### src/rtl/activation_scheduler.sv
// Shares one scalar activation unit across an N-lane packed vector: latches the
// vector, issues lanes one at a time over a start/done handshake, with a per-lane timeout.
module activation_scheduler #(
   parameter int unsigned S   = 32,
   parameter int unsigned N   = 4,
   parameter int unsigned TMO = 64
) (
   input  logic           clk,
   input  logic           rst_n,
   input  logic           start,
   input  logic [S*N-1:0] x,
   output logic [S*N-1:0] y,
   output logic           done,
   output logic           busy,
   output logic           err,
   output logic           act_rst_n,
   output logic           act_start,
   output logic [S-1:0]   act_x,
   input  logic [S-1:0]   act_y,
   input  logic           act_done
);

   localparam int unsigned IW = (N > 1) ? $clog2(N) : 1;
   localparam int unsigned TW = $clog2(TMO + 1);
   localparam logic [S-1:0] QNAN = S'(32'h7fc00000);

   typedef enum logic [2:0] {
      StIdle,
      StIssue,
      StWait,
      StGap,
      StDone
   } state_e;

   state_e         state_q, state_d;
   logic [S*N-1:0] x_q, x_d;
   logic [S*N-1:0] y_q, y_d;
   logic [IW-1:0]  idx_q, idx_d;
   logic [TW-1:0]  tcnt_q, tcnt_d;
   logic           err_q, err_d;

   always_ff @(posedge clk or negedge rst_n) begin
      if (!rst_n) begin
         state_q <= StIdle;
         x_q     <= '0;
         y_q     <= '0;
         idx_q   <= '0;
         tcnt_q  <= '0;
         err_q   <= 1'b0;
      end else begin
         state_q <= state_d;
         x_q     <= x_d;
         y_q     <= y_d;
         idx_q   <= idx_d;
         tcnt_q  <= tcnt_d;
         err_q   <= err_d;
      end
   end

   always_comb begin
      state_d = state_q;
      x_d     = x_q;
      y_d     = y_q;
      idx_d   = idx_q;
      tcnt_d  = tcnt_q;
      err_d   = err_q;
      unique case (state_q)
         StIdle, StDone: begin
            if (start) begin
               x_d     = x;
               idx_d   = '0;
               err_d   = 1'b0;
               state_d = StIssue;
            end
         end
         StIssue: begin
            tcnt_d  = '0;
            state_d = StWait;
         end
         StWait: begin
            tcnt_d = tcnt_q + TW'(1);
            // A completion arriving on the timeout cycle still counts as a real result.
            if (act_done || (tcnt_q == TW'(TMO - 1))) begin
               for (int i = 0; i < int'(N); i++) begin
                  if (idx_q == IW'(i)) begin
                     y_d[i*S +: S] = act_done ? act_y : QNAN;
                  end
               end
               if (!act_done) begin
                  err_d = 1'b1;
               end
               if (idx_q == IW'(N - 1)) begin
                  state_d = StDone;
               end else begin
                  idx_d   = idx_q + IW'(1);
                  state_d = StGap;
               end
            end
         end
         StGap: begin
            state_d = StIssue;
         end
         default: begin
            state_d = StIdle;
         end
      endcase
   end

   always_comb begin
      act_x = '0;
      for (int i = 0; i < int'(N); i++) begin
         if (idx_q == IW'(i)) begin
            act_x = x_q[i*S +: S];
         end
      end
   end

   assign y         = y_q;
   assign err       = err_q;
   assign done      = (state_q == StDone);
   assign busy      = (state_q == StIssue) || (state_q == StWait) || (state_q == StGap);
   // The unit is held cleared everywhere except while a lane is in flight.
   assign act_rst_n = (state_q == StIssue) || (state_q == StWait);
   assign act_start = (state_q == StIssue);

endmodule

### config.mk
export PLATFORM = sky130hd
export DESIGN_NAME = activation_scheduler
export DESIGN_NICKNAME = d
export VERILOG_FILES = /design/src/rtl/activation_scheduler.sv
export SDC_FILE = /design/constraint.sdc
export NUM_CORES = 1
export LEC_CHECK = 0
export ABC_CLOCK_PERIOD_IN_PS = 3950
export BUFFER_PORTS_ARGS = -buffer_cell sky130_fd_sc_hd__buf_2
export CAP_MARGIN = 20
export CORE_ASPECT_RATIO = 1.75
export CORE_UTILIZATION = 56
export DETAILED_ROUTE_END_ITERATION = 8
export PLACE_DENSITY = 0.95
export SYNTH_ARGS = -nofsm -noshare
export SYNTH_HDL_FRONTEND = slang
export SYNTH_SLANG_ARGS = --single-unit
### constraint.sdc
create_clock -name clk -period 3.95 [get_ports clk]
set_clock_uncertainty 0.2 [all_clocks]
set_input_delay 0.5925 -clock clk [delete_from_list [all_inputs] [get_ports clk]]
set_output_delay 0.5925 -clock clk [all_outputs]
set_load 0.02 [all_outputs]
==> metrics.md, run 1 <==
| Metric | Value |
|---|---|
| RSZ-0062 raised after global routing | `no` |
| Clock transition at path regs | `70 ps` |
| Vias in the first global route | `9,075` |
| Critical path endpoint category | `primary output` |
| P_sw | `between 4 and 5 mW` |
| Critical path class | `reg -> out` |
| Syn nets | `between 900 and 1,000` |
| H-tree depth | `1` |
| Final setup viols | `0` |
| Hold WC Path Type | `in -> reg` |
| Worst skew pair latency | `510 ps` |
| # port buffers | `328` |
| Ys flop type | `dfrtp_1` |
| Residual DRC | `0` |
| Standard-cell row count | `67` |
| Clock tree buffer depth | `3` |
| Internal Power | `8.06 mW` |
| Initial Util | `0.577` |
| Area share of the largest cell type after synthesis | `0.605` |
| Vias per cell | `approximately 6` |
| Total grt overflow | `0` |
| Clk network pwr share | `0.212` |
| Core area | `between 15,000 and 20,000 µm²` |
| Clk sink count | `around 270` |
| #FFs+latches synth | `about 270` |
| # IOs | `about 330` |
| Post-DP HPWL | `21.0 mm` |
| First drt pass iteration count | `5` |
| Cell Pwr Density | `938 nW/µm²` |
| Synth area leader | `dfrtp_1` |
| Maximum vdd drop | `0.945 mV` |
| Gr usage total | `0.299` |
| Share of cells above drive strength 1 | `0.471` |
| Reg power frac | `0.371` |
| CP max FO | `11` |
| Distinct cells, synth | `40` |
| Syn Inst Count | `798` |
| Post-synth EDFFs | `0` |
| Clk root buf | `clkbuf_16` |
| Syn avg cell area | `13.9 µm²` |
| Status | `finished clean` |
| Setup TNS Final | `0 ps` |
| Cells after DPL | `around 1,300` |
| Commonest cells in the netlist | `269 x dfrtp_1, 128 x mux2_2, 94 x a22o_1` |
| Die area | `20,500 µm²` |
| CTS tree | `done` |
| Antenna viol nets, final | `0` |
| Total CTS buffers | `24` |
| Tmin final | `3750 ps` |
| Worst EP required | `3160 ps` |
| Die width | `109 µm` |
| Hold_ws | `95.8 ps` |
| Combinational fraction of design power | `0.417` |
| Post-synthesis sequential area ratio | `0.605` |
| Hold Vio Cnt, Final | `0` |
| Post-synthesis cell area | `11,100 µm²` |
| Non-Filler Instances | `1,369` |
| Fin crit share | `0.950` |
| Max-cap violations | `0` |
| Die Ht | `about 190 µm` |
| Layout area overhead | `24.0%` |
| Most common cell in the netlist | `dfrtp_1` |
| Sw Ratio | `0.378` |
| Routability cong. | `0.839` |
| First-pass GRT wire length | `47.4 mm` |
| Post-CTS setup buffer count | `0` |
| Slew HR | `0.442` |
| Peak Freq | `0.266 GHz` |
| Critical path arrival | `about 3000 ps` |
| Final core occ | `0.716` |
| Vias | `8,372` |
| Initial antenna violation count | `8` |
| Least-Margin Pin Slew | `837 ps` |
| Total Nets Final | `roughly 1,300` |
| Largest net degree at the start of global routing | `105` |
| Lkg Pwr | `6.66 nW` |
| Yosys warning count | `0` |
| Worst Setup Start Kind | `register` |
| Post-route total power | `13.0 mW` |
| Routed wire per std cell | `about 22 µm` |
| Final Max Slew Viols | `0` |
| Routed WL | `30.3 mm` |
| Async SR Flop Fraction | `1.00` |
| DRT iter0 DRCs | `673` |
| Synth top area cells | `dfrtp_1 60%, mux2_2 13%, a22o_1 7.4%, o22a_1 2.8%, a221oi_1 2.4%` |
## path summary, 6_finish.rpt
path	start	endpoint	slack (ps)	depth (start not counted)
setup / recovery	idx_q[0]	act_x[3]	200	7
setup reg to reg	state_q[0]	x_q[110]	1450	4
hold reg to reg	y[25]	y[25]	280	1
hold / removal	start	state_q[2]	100	2
max in group asynchronous	rst_n	y[118]	2050	3
min in group asynchronous	rst_n	y[77]	520	2
## power by group through the flow
stage	clock network (mW)	logic [mW]	registers [mW]
after CTS	2.80	5.43	4.78
after global placement	0	5.17	4.75
after detailed placement	0	5.37	4.81
after global routing	2.89	5.76	4.92
after floorplan	0	3.12	5.22
final	2.75	5.40	4.80
## per-stage QoR
stage	setup slack, ps	instance area, µm²
global route	37.7	13800
CTS	136	13800
finish	197	13800
global placement	840	12800
floorplan	1320	11100
detailed placement	766	12800
## per-layer routing
metal / GRT usage / up-vias / wire length [µm]
met5: 0 / - / 13
met4: 0.168 / 2 / 1750
met3: 0.0498 / 127 / 2030
met2: 0.530 / 445 / 15900
met1: 0.333 / 4199 / 10600
li1: - / 3599 / -
## critical path, cell delays in order (launching register included)
cell	delay, ps
dfrtp_1	440
inv_1	110
ha_1	300
nor2b_2	660
buf_4	310
a221oi_1	120
o31ai_1	280
buf_2	220
## flip-flops by register name, summed over array words and instances, names as in the netlist
name,flops
err,1
state_q,3
x_q,128
idx_q,2
tcnt_q,7
y,128
## layout by cell type, fill, tap and decap left out, types with 8 or more instances in the layout
master       n
a22o_1      94
o22a_1      36
buf_2      327
a221oi_1    31
mux2_2     128
nand2_1     43
dfrtp_1    269
clkbuf_16   25
o31ai_1     31
nor2b_1     31
buf_4       13
nor2_1       8
## final cells by class
class,instances,area [µm²]
sequential,269,6730
fill,1303,5480
multi-input combinational,456,3940
timing repair buffer,346,1840
clock buffer,33,716
tap,241,302
clock inverter,11,233
inverter,7,26.3
antenna,6,15.0
## kinds of logic (layout without fill, tap and decap cells)
logic type / after synthesis / in the layout / share of synthesized area
other: 0 / 6 / 0
multiplexers: 130 / 130 / 0.131
buffers and inverters: 73 / 397 / 0.0423
adder cells (fa/ha/maj): 5 / 5 / 0.00562
flip-flops: 269 / 269 / 0.605
XOR/XNOR: 1 / 1 / 0.000787
AO/OA/AOI/OAI: 213 / 213 / 0.159
AND/OR/NAND/NOR: 107 / 107 / 0.0559
## repair_timing
action,CTS,global route
gates resized for setup,0,0
hold buffers,1,0
endpoints found under the hold margin,101,0
(Power assumes the default switching activity.)
==> run 2: changes to the inputs <==
- ABC_CLOCK_PERIOD_IN_PS: 3950 -> 3660
- CORE_UTILIZATION: 56 -> 52
- CTS_CLUSTER_SIZE: unset -> 30
- MAX_ROUTING_LAYER: unset -> met4
- PLACE_DENSITY: 0.95 -> 0.91
- clock period: 3.95 -> 3.66 ns (I/O delays scaled with it)
==> run 2 against run 1 <==
  * Clock-buffer cell count down 1
  * Register-to-register slack worse by 290 ps
  * Combinational power rose by 6.1%
  * Sequential power grew 7.5%
  * Core utilization shrank 6.2 points
  * Global-route usage shrank 2.2 points
  * Critical path type unchanged
==> metrics.md, run 2 (synthesized netlist as in run 1, its figures left out) <==
| Metric | Value |
|---|---|
| Maximum vdd drop | `0.743 mV (-21%)` |
| Max-cap violations | `0 (unchanged)` |
| R2R Setup Slk | `1160 ps (-290 ps)` |
| Core area | `20,900 µm² (+8.6%)` |
| Vias in the first global route | `8,675 (-4.4%)` |
| Standard-cell row count | `70 (+4.5%)` |
| First-pass GRT wire length | `46.2 mm (-2.6%)` |
| CP Cell Sequence | `inv_1 -> ha_1 -> nor2b_2 -> buf_4 -> a221oi_1 -> o31ai_1 -> buf_2` |
| Most common cell after layout, fill and taps aside | `buf_2` |
| CP Depth | `7 (unchanged)` |
| Worst skew pair latency | `530 ps (+20 ps)` |
| Vias | `8,271 (-1.2%)` |
| Critical path's top delay family | `buffers and inverters` |
| Worst Setup Start Kind | `register` |
| Clock tree buffer depth | `3 (unchanged)` |
| Critical path endpoint category | `primary output` |
| Routed wire per std cell | `21.6 µm (-2.8%)` |
| Total CTS buffers | `24 (unchanged)` |
| Sw Ratio | `0.383 (+0.00475)` |
| Total Nets Final | `1,272 (-0.079%)` |
| Largest stage delay, worst path | `430 ps (-230 ps)` |
| Die width | `113 µm (+3.7%)` |
| Clock transition at path regs | `70 ps (about the same)` |
| Post-route total power | `13.5 mW (+4.5%)` |
| Die Ht | `196 µm (+3.7%)` |
| CTS tree | `done` |
| Routability cong. | `0.855 (+1.9%)` |
| DRT iter0 DRCs | `411 (-39%)` |
| Routed WL | `29.6 mm (-2.5%)` |
| Hold WC Path Type | `in -> reg` |
| CP max FO | `31 (+20)` |
| Reg power frac | `0.381 (+0.010)` |
| Least-Margin Pin Slew | `819 ps (-18.2 ps)` |
| Clk root buf | `clkbuf_16` |
| Combinational fraction of design power | `0.423 (+0.006)` |
| Peak Freq | `0.298 GHz` |
| Worst-case reg-to-reg path depth | `4 (unchanged)` |
| Initial antenna violation count | `4 (-4)` |
| PostCTS Resize Cnt | `0 (unchanged)` |
| Residual DRC | `0 (unchanged)` |
| Final Max Slew Viols | `0 (unchanged)` |
| First drt pass iteration count | `4 (-1)` |
| Cells after DPL | `1,328 (+0.76%)` |
| Setup TNS Final | `0 ps (unchanged)` |
| Status | `finished clean` |
| Fin crit share | `0.917` |
| Clk network pwr share | `0.196 (-0.016)` |
| RSZ-0062 raised after global routing | `no` |
| Total grt overflow | `0 (unchanged)` |
| Gr usage total | `0.277 (-0.0216)` |
| Most frequent cells in the layout | `327 x buf_2, 269 x dfrtp_1, 128 x mux2_2` |
| Clk sink count | `269 (unchanged)` |
| Antenna viol nets, final | `0 (unchanged)` |
| Worst EP required | `2910 ps (-250 ps)` |
| Critical path class | `reg -> out` |
| Post-CTS setup buffer count | `0 (unchanged)` |
| Worst Path Buf+Inv | `3 (unchanged)` |
| H-tree depth | `1 (unchanged)` |
| # IOs | `329 (unchanged)` |
| FILL cells | `1,462 (+12%)` |
| Slew HR | `0.453 (+0.0115)` |
| Lkg Pwr | `6.60 nW (-0.90%)` |
| Initial Util | `0.532 (-0.0456)` |
| P_sw | `5.19 mW (+5.8%)` |
| # port buffers | `328 (unchanged)` |
| Critical path arrival | `2610 ps (-350 ps)` |
| Crit-path slowest cell | `dfrtp_1` |
| Tmin final | `3360 ps` |
| Post-DP HPWL | `20.7 mm (-1.2%)` |
| Share of cells above drive strength 1 | `0.468 (-0.00237)` |
| Hold Vio Cnt, Final | `0 (unchanged)` |
| Cell Pwr Density | `990 nW/µm² (+5.5%)` |
| Largest net degree at the start of global routing | `93 (-11%)` |
| Vias per cell | `6.02 (-1.5%)` |
| WHS Path Cells | `2 (unchanged)` |
| Internal Power | `8.36 mW (+3.7%)` |
| Final core occ | `0.654 (-0.0623)` |
| Layout area overhead | `22.9%` |
| Final setup viols | `0 (unchanged)` |
| Die area | `22,000 µm² (+7.6%)` |
| Hold_buf cts | `1 (unchanged)` |
| Non-Filler Instances | `1,373 (+0.29%)` |
run 2: cell types whose count changed in the layout (fill, tap and decap cells not counted):
cell / before / now
bufinv_16: 7 / 3
clkinvlp_4: 1 / 0
clkbuf_8: 6 / 5
clkinv_4: 0 / 2
buf_4: 13 / 12
diode_2: 6 / 4
run 2: final timing paths:
check                           startpoint          to
max in group asynchronous            rst_n     x_q[47]
worst max register to register  state_q[0]     x_q[76]
worst max-delay path              idx_q[0]   act_x[13]
min in group asynchronous            rst_n     x_q[97]
worst min-delay path                 start  state_q[2]
worst min register to register   tcnt_q[5]   tcnt_q[5]
run 2: power groups by stage:
stage          Sequential [mW]  Combinational [mW]  Clock, mW
6_report                  5.16                5.73       2.65
5_1_grt                   5.29                6.13       2.80
4_1_cts                   5.14                5.76       2.70
3_5_place_dp              5.17                5.72          0
3_3_place_gp              5.11                5.56          0
2_1_floorplan             5.64                3.37          0
run 2: worst reg2reg max path, stage by stage, from the launching register on:
cell     delay, ps
dfrtp_1        490
nor2_1         260
and2_4         500
buf_4          490
mux2_2         420
run 2: area by class of cell:
class / count / area [µm²] / area share
Clock buffer: 32 / 702 / 0.0513
Clock inverter: 8 / 123 / 0.00896
Tap cell: 252 / 315 / 0.0230
Multi-Input combinational cell: 456 / 3940 / 0.288
Sequential cell: 269 / 6730 / 0.492
Inverter: 7 / 26.3 / 0.00192
Timing Repair Buffer: 345 / 1830 / 0.134
Antenna cell: 4 / 10.0 / 0.000732
run 2: per-stage QoR:
stage	area, µm²	hold WS, ps	setup slack (ps)
6_report	13700	26.4	304
5_1_grt	13700	34.2	174
4_1_cts	13700	13.8	296
3_5_place_dp	12800	275	905
3_3_place_gp	12800	267	961
2_1_floorplan	11100	53.4	1070
run 2: routing by layer:
layer  up-vias  global-route usage  share of wire
met5         -                   -              0
met4         0               0.132          0.049
met3       101              0.0472          0.058
met2       384               0.495           0.54
met1      4204               0.295           0.35
li1       3582                   -              -
==> run 3: changes to the inputs <==
- CELL_PAD_IN_SITES_DETAIL_PLACEMENT: unset -> 0
- CELL_PAD_IN_SITES_GLOBAL_PLACEMENT: unset -> 1
- CORE_UTILIZATION: 52 -> 41
- PLACE_DENSITY: 0.91 -> 0.9
- TNS_END_PERCENT: unset -> 20
==> run 3 against run 2 <==
  * Clock-buffer cell count increased by 7
  * Clock power is 6% higher
  * Sequential share of layout area is 0.91 points lower
  * Routed wire length increased by 3.0%
  * Setup slack improved by 7.2 ps
  * Critical endpoint is now act_x[31]
  * Largest power group unchanged
==> metrics.md, run 3 (synthesized netlist as in run 1, its figures left out) <==
| Metric | Value |
|---|---|
| Final core occ | `0.524 (-0.129)` |
| Sw Ratio | `0.380 (-0.00303)` |
| # port buffers | `328 (unchanged)` |
| Clk root buf | `clkbuf_16` |
| Most frequent cells in the layout | `327 x buf_2, 269 x dfrtp_1, 128 x mux2_2` |
| WHS Path Cells | `2 (unchanged)` |
| Max-cap violations | `0 (unchanged)` |
| Initial Util | `0.419 (-0.113)` |
| Lkg Pwr | `6.66 nW (+0.94%)` |
| Clock tree buffer depth | `3 (unchanged)` |
| Vias | `8,243 (-0.34%)` |
| Worst-case reg-to-reg path depth | `4 (unchanged)` |
| Die Ht | `220 µm (+12%)` |
| Worst Setup Start Kind | `register` |
| Initial antenna violation count | `12 (+8)` |
| # IOs | `329 (unchanged)` |
| Total Nets Final | `1,278 (+0.47%)` |
| Layout area overhead | `25.2%` |
| Routed wire per std cell | `20.8 µm (-3.5%)` |
| Status | `finished clean` |
| Post-route setup slack | `311 ps (+7.24 ps)` |
| Dpl ws | `878 ps (-26.4 ps)` |
| Cells after DPL | `1,403 (+5.6%)` |
| Clk sink count | `269 (unchanged)` |
| Total grt overflow | `0 (unchanged)` |
| CP Capture Point | `act_x[31]` |
| Final Max Slew Viols | `0 (unchanged)` |
| Post-CTS setup buffer count | `0 (unchanged)` |
| R2R Setup Slk | `1190 ps (+30 ps)` |
| CTS tree | `done` |
| First drt pass iteration count | `5 (+1)` |
| DRT iter0 DRCs | `470 (+14%)` |
| Standard-cell row count | `79 (+13%)` |
| Combinational fraction of design power | `0.425 (+0.002)` |
| Worst R2R Start | `state_q[0]` |
| DP Area | `13,000 µm² (+1.2%)` |
| Vias in the first global route | `8,658 (-0.20%)` |
| Routed WL | `30.5 mm (+3.0%)` |
| Internal Power | `8.53 mW (+2.0%)` |
| Final setup viols | `0 (unchanged)` |
| Die area | `27,800 µm² (+26%)` |
| H-tree depth | `1 (unchanged)` |
| Share of cells above drive strength 1 | `0.468 (about the same)` |
| Fin crit share | `0.915 (-0.00198)` |
| P_sw | `5.22 mW (+0.74%)` |
| Critical path class | `reg -> out` |
| Most common cell after layout, fill and taps aside | `buf_2` |
| Maximum vdd drop | `0.510 mV (-31%)` |
| Core area | `26,600 µm² (+27%)` |
| Least-Margin Pin Slew | `816 ps (-3.25 ps)` |
| Antenna viol nets, final | `0 (unchanged)` |
| Clock transition at path regs | `70 ps (about the same)` |
| R2r endpoint | `x_q[25]` |
| Residual DRC | `0 (unchanged)` |
| Peak Freq | `0.299 GHz (+0.22%)` |
| RSZ-0062 raised after global routing | `no` |
| Worst skew pair latency | `540 ps (about the same)` |
| Non-Filler Instances | `1,466 (+6.8%)` |
| Largest net degree at the start of global routing | `105 (+13%)` |
| Worst EP required | `2910 ps (about the same)` |
| Post-DP HPWL | `21.3 mm (+2.9%)` |
| Cell area after layout | `13,900 µm² (+1.9%)` |
| CP max FO | `37 (+19%)` |
| Hold_buf cts | `2 (+1)` |
| Cell Pwr Density | `986 nW/µm² (-0.34%)` |
| Routability cong. | `0.801 (-6.3%)` |
| Critical path arrival | `2600 ps (about the same)` |
| Vias per cell | `5.62 (-6.7%)` |
| Clk network pwr share | `0.204 (+0.008)` |
| First element of the critical path | `idx_q[1]` |
| Setup TNS Final | `0 ps (unchanged)` |
| Die width | `127 µm (+12%)` |
| Hold WC Path Type | `in -> reg` |
| Tmin final | `3350 ps (-7.24 ps)` |
| Reg power frac | `0.371 (-0.010)` |
| Gr usage total | `0.225 (-0.0526)` |
| Post-route total power | `13.8 mW (+1.5%)` |
| Critical path endpoint category | `primary output` |
| Slew HR | `0.456 (+0.00275)` |
| First-pass GRT wire length | `47.0 mm (+1.8%)` |
| PostCTS Resize Cnt | `0 (unchanged)` |
| Total CTS buffers | `26 (+8.3%)` |
| Hold_ws | `28.1 ps (+1.60 ps)` |
| Hold Vio Cnt, Final | `0 (unchanged)` |
| FILL cells | `2,287 (+56%)` |
[run 3: changes by cell type in the layout (fill, tap and decap cells not counted), sizes merged]
cell and delta:
buf +3, dlygate4sd3 +1, clkinvlp +1, clkinv -3, clkbuf +7, diode +12
[run 3: layout make-up]
class	instances	area, µm²	share of cell area
Multi-Input combinational cell	456	3950	0.283
Antenna cell	16	40.0	0.00287
Tap cell	324	405	0.0291
Inverter	7	26.3	0.00188
Timing Repair Buffer	349	1900	0.136
Sequential cell	269	6730	0.483
Clock inverter	6	108	0.00772
Clock buffer	39	781	0.0560
[run 3: how the worst min path moves through the flow]
stage | startpoint | end | slack [ps]
final | act_done | err | 30
after global placement | y[28] | y[28] | 270
after floorplan | rst_n | err | 50
after detailed placement | y[93] | y[93] | 280
after global routing | x[39] | x_q[39] | 20
after CTS | act_done | err | 10
[run 3: power by group through the flow]
stage / clock network [mW] / registers, mW / logic [mW]
3_3_place_gp: 0 / 5.08 / 5.75
5_1_grt: 2.98 / 5.25 / 6.26
6_report: 2.81 / 5.10 / 5.85
2_1_floorplan: 0 / 5.64 / 3.37
4_1_cts: 2.88 / 5.09 / 5.91
3_5_place_dp: 0 / 5.13 / 5.88
[run 3: critical path, cell delays in order, from the launching register on]
cell,delay [ps]
dfrtp_1,410
inv_1,90
ha_2,210
buf_4,440
a221oi_1,180
o31ai_1,470
buf_2,260
[run 3: metal layers]
layer / GRT usage / share of wire / wire length (µm) / vias up
li1: - / - / - / 3628
met1: 0.245 / 0.37 / 11200 / 4206
met2: 0.394 / 0.54 / 16400 / 337
met3: 0.0386 / 0.056 / 1720 / 72
met4: 0.114 / 0.038 / 1140 / 0
met5: - / 0 / 0 / -
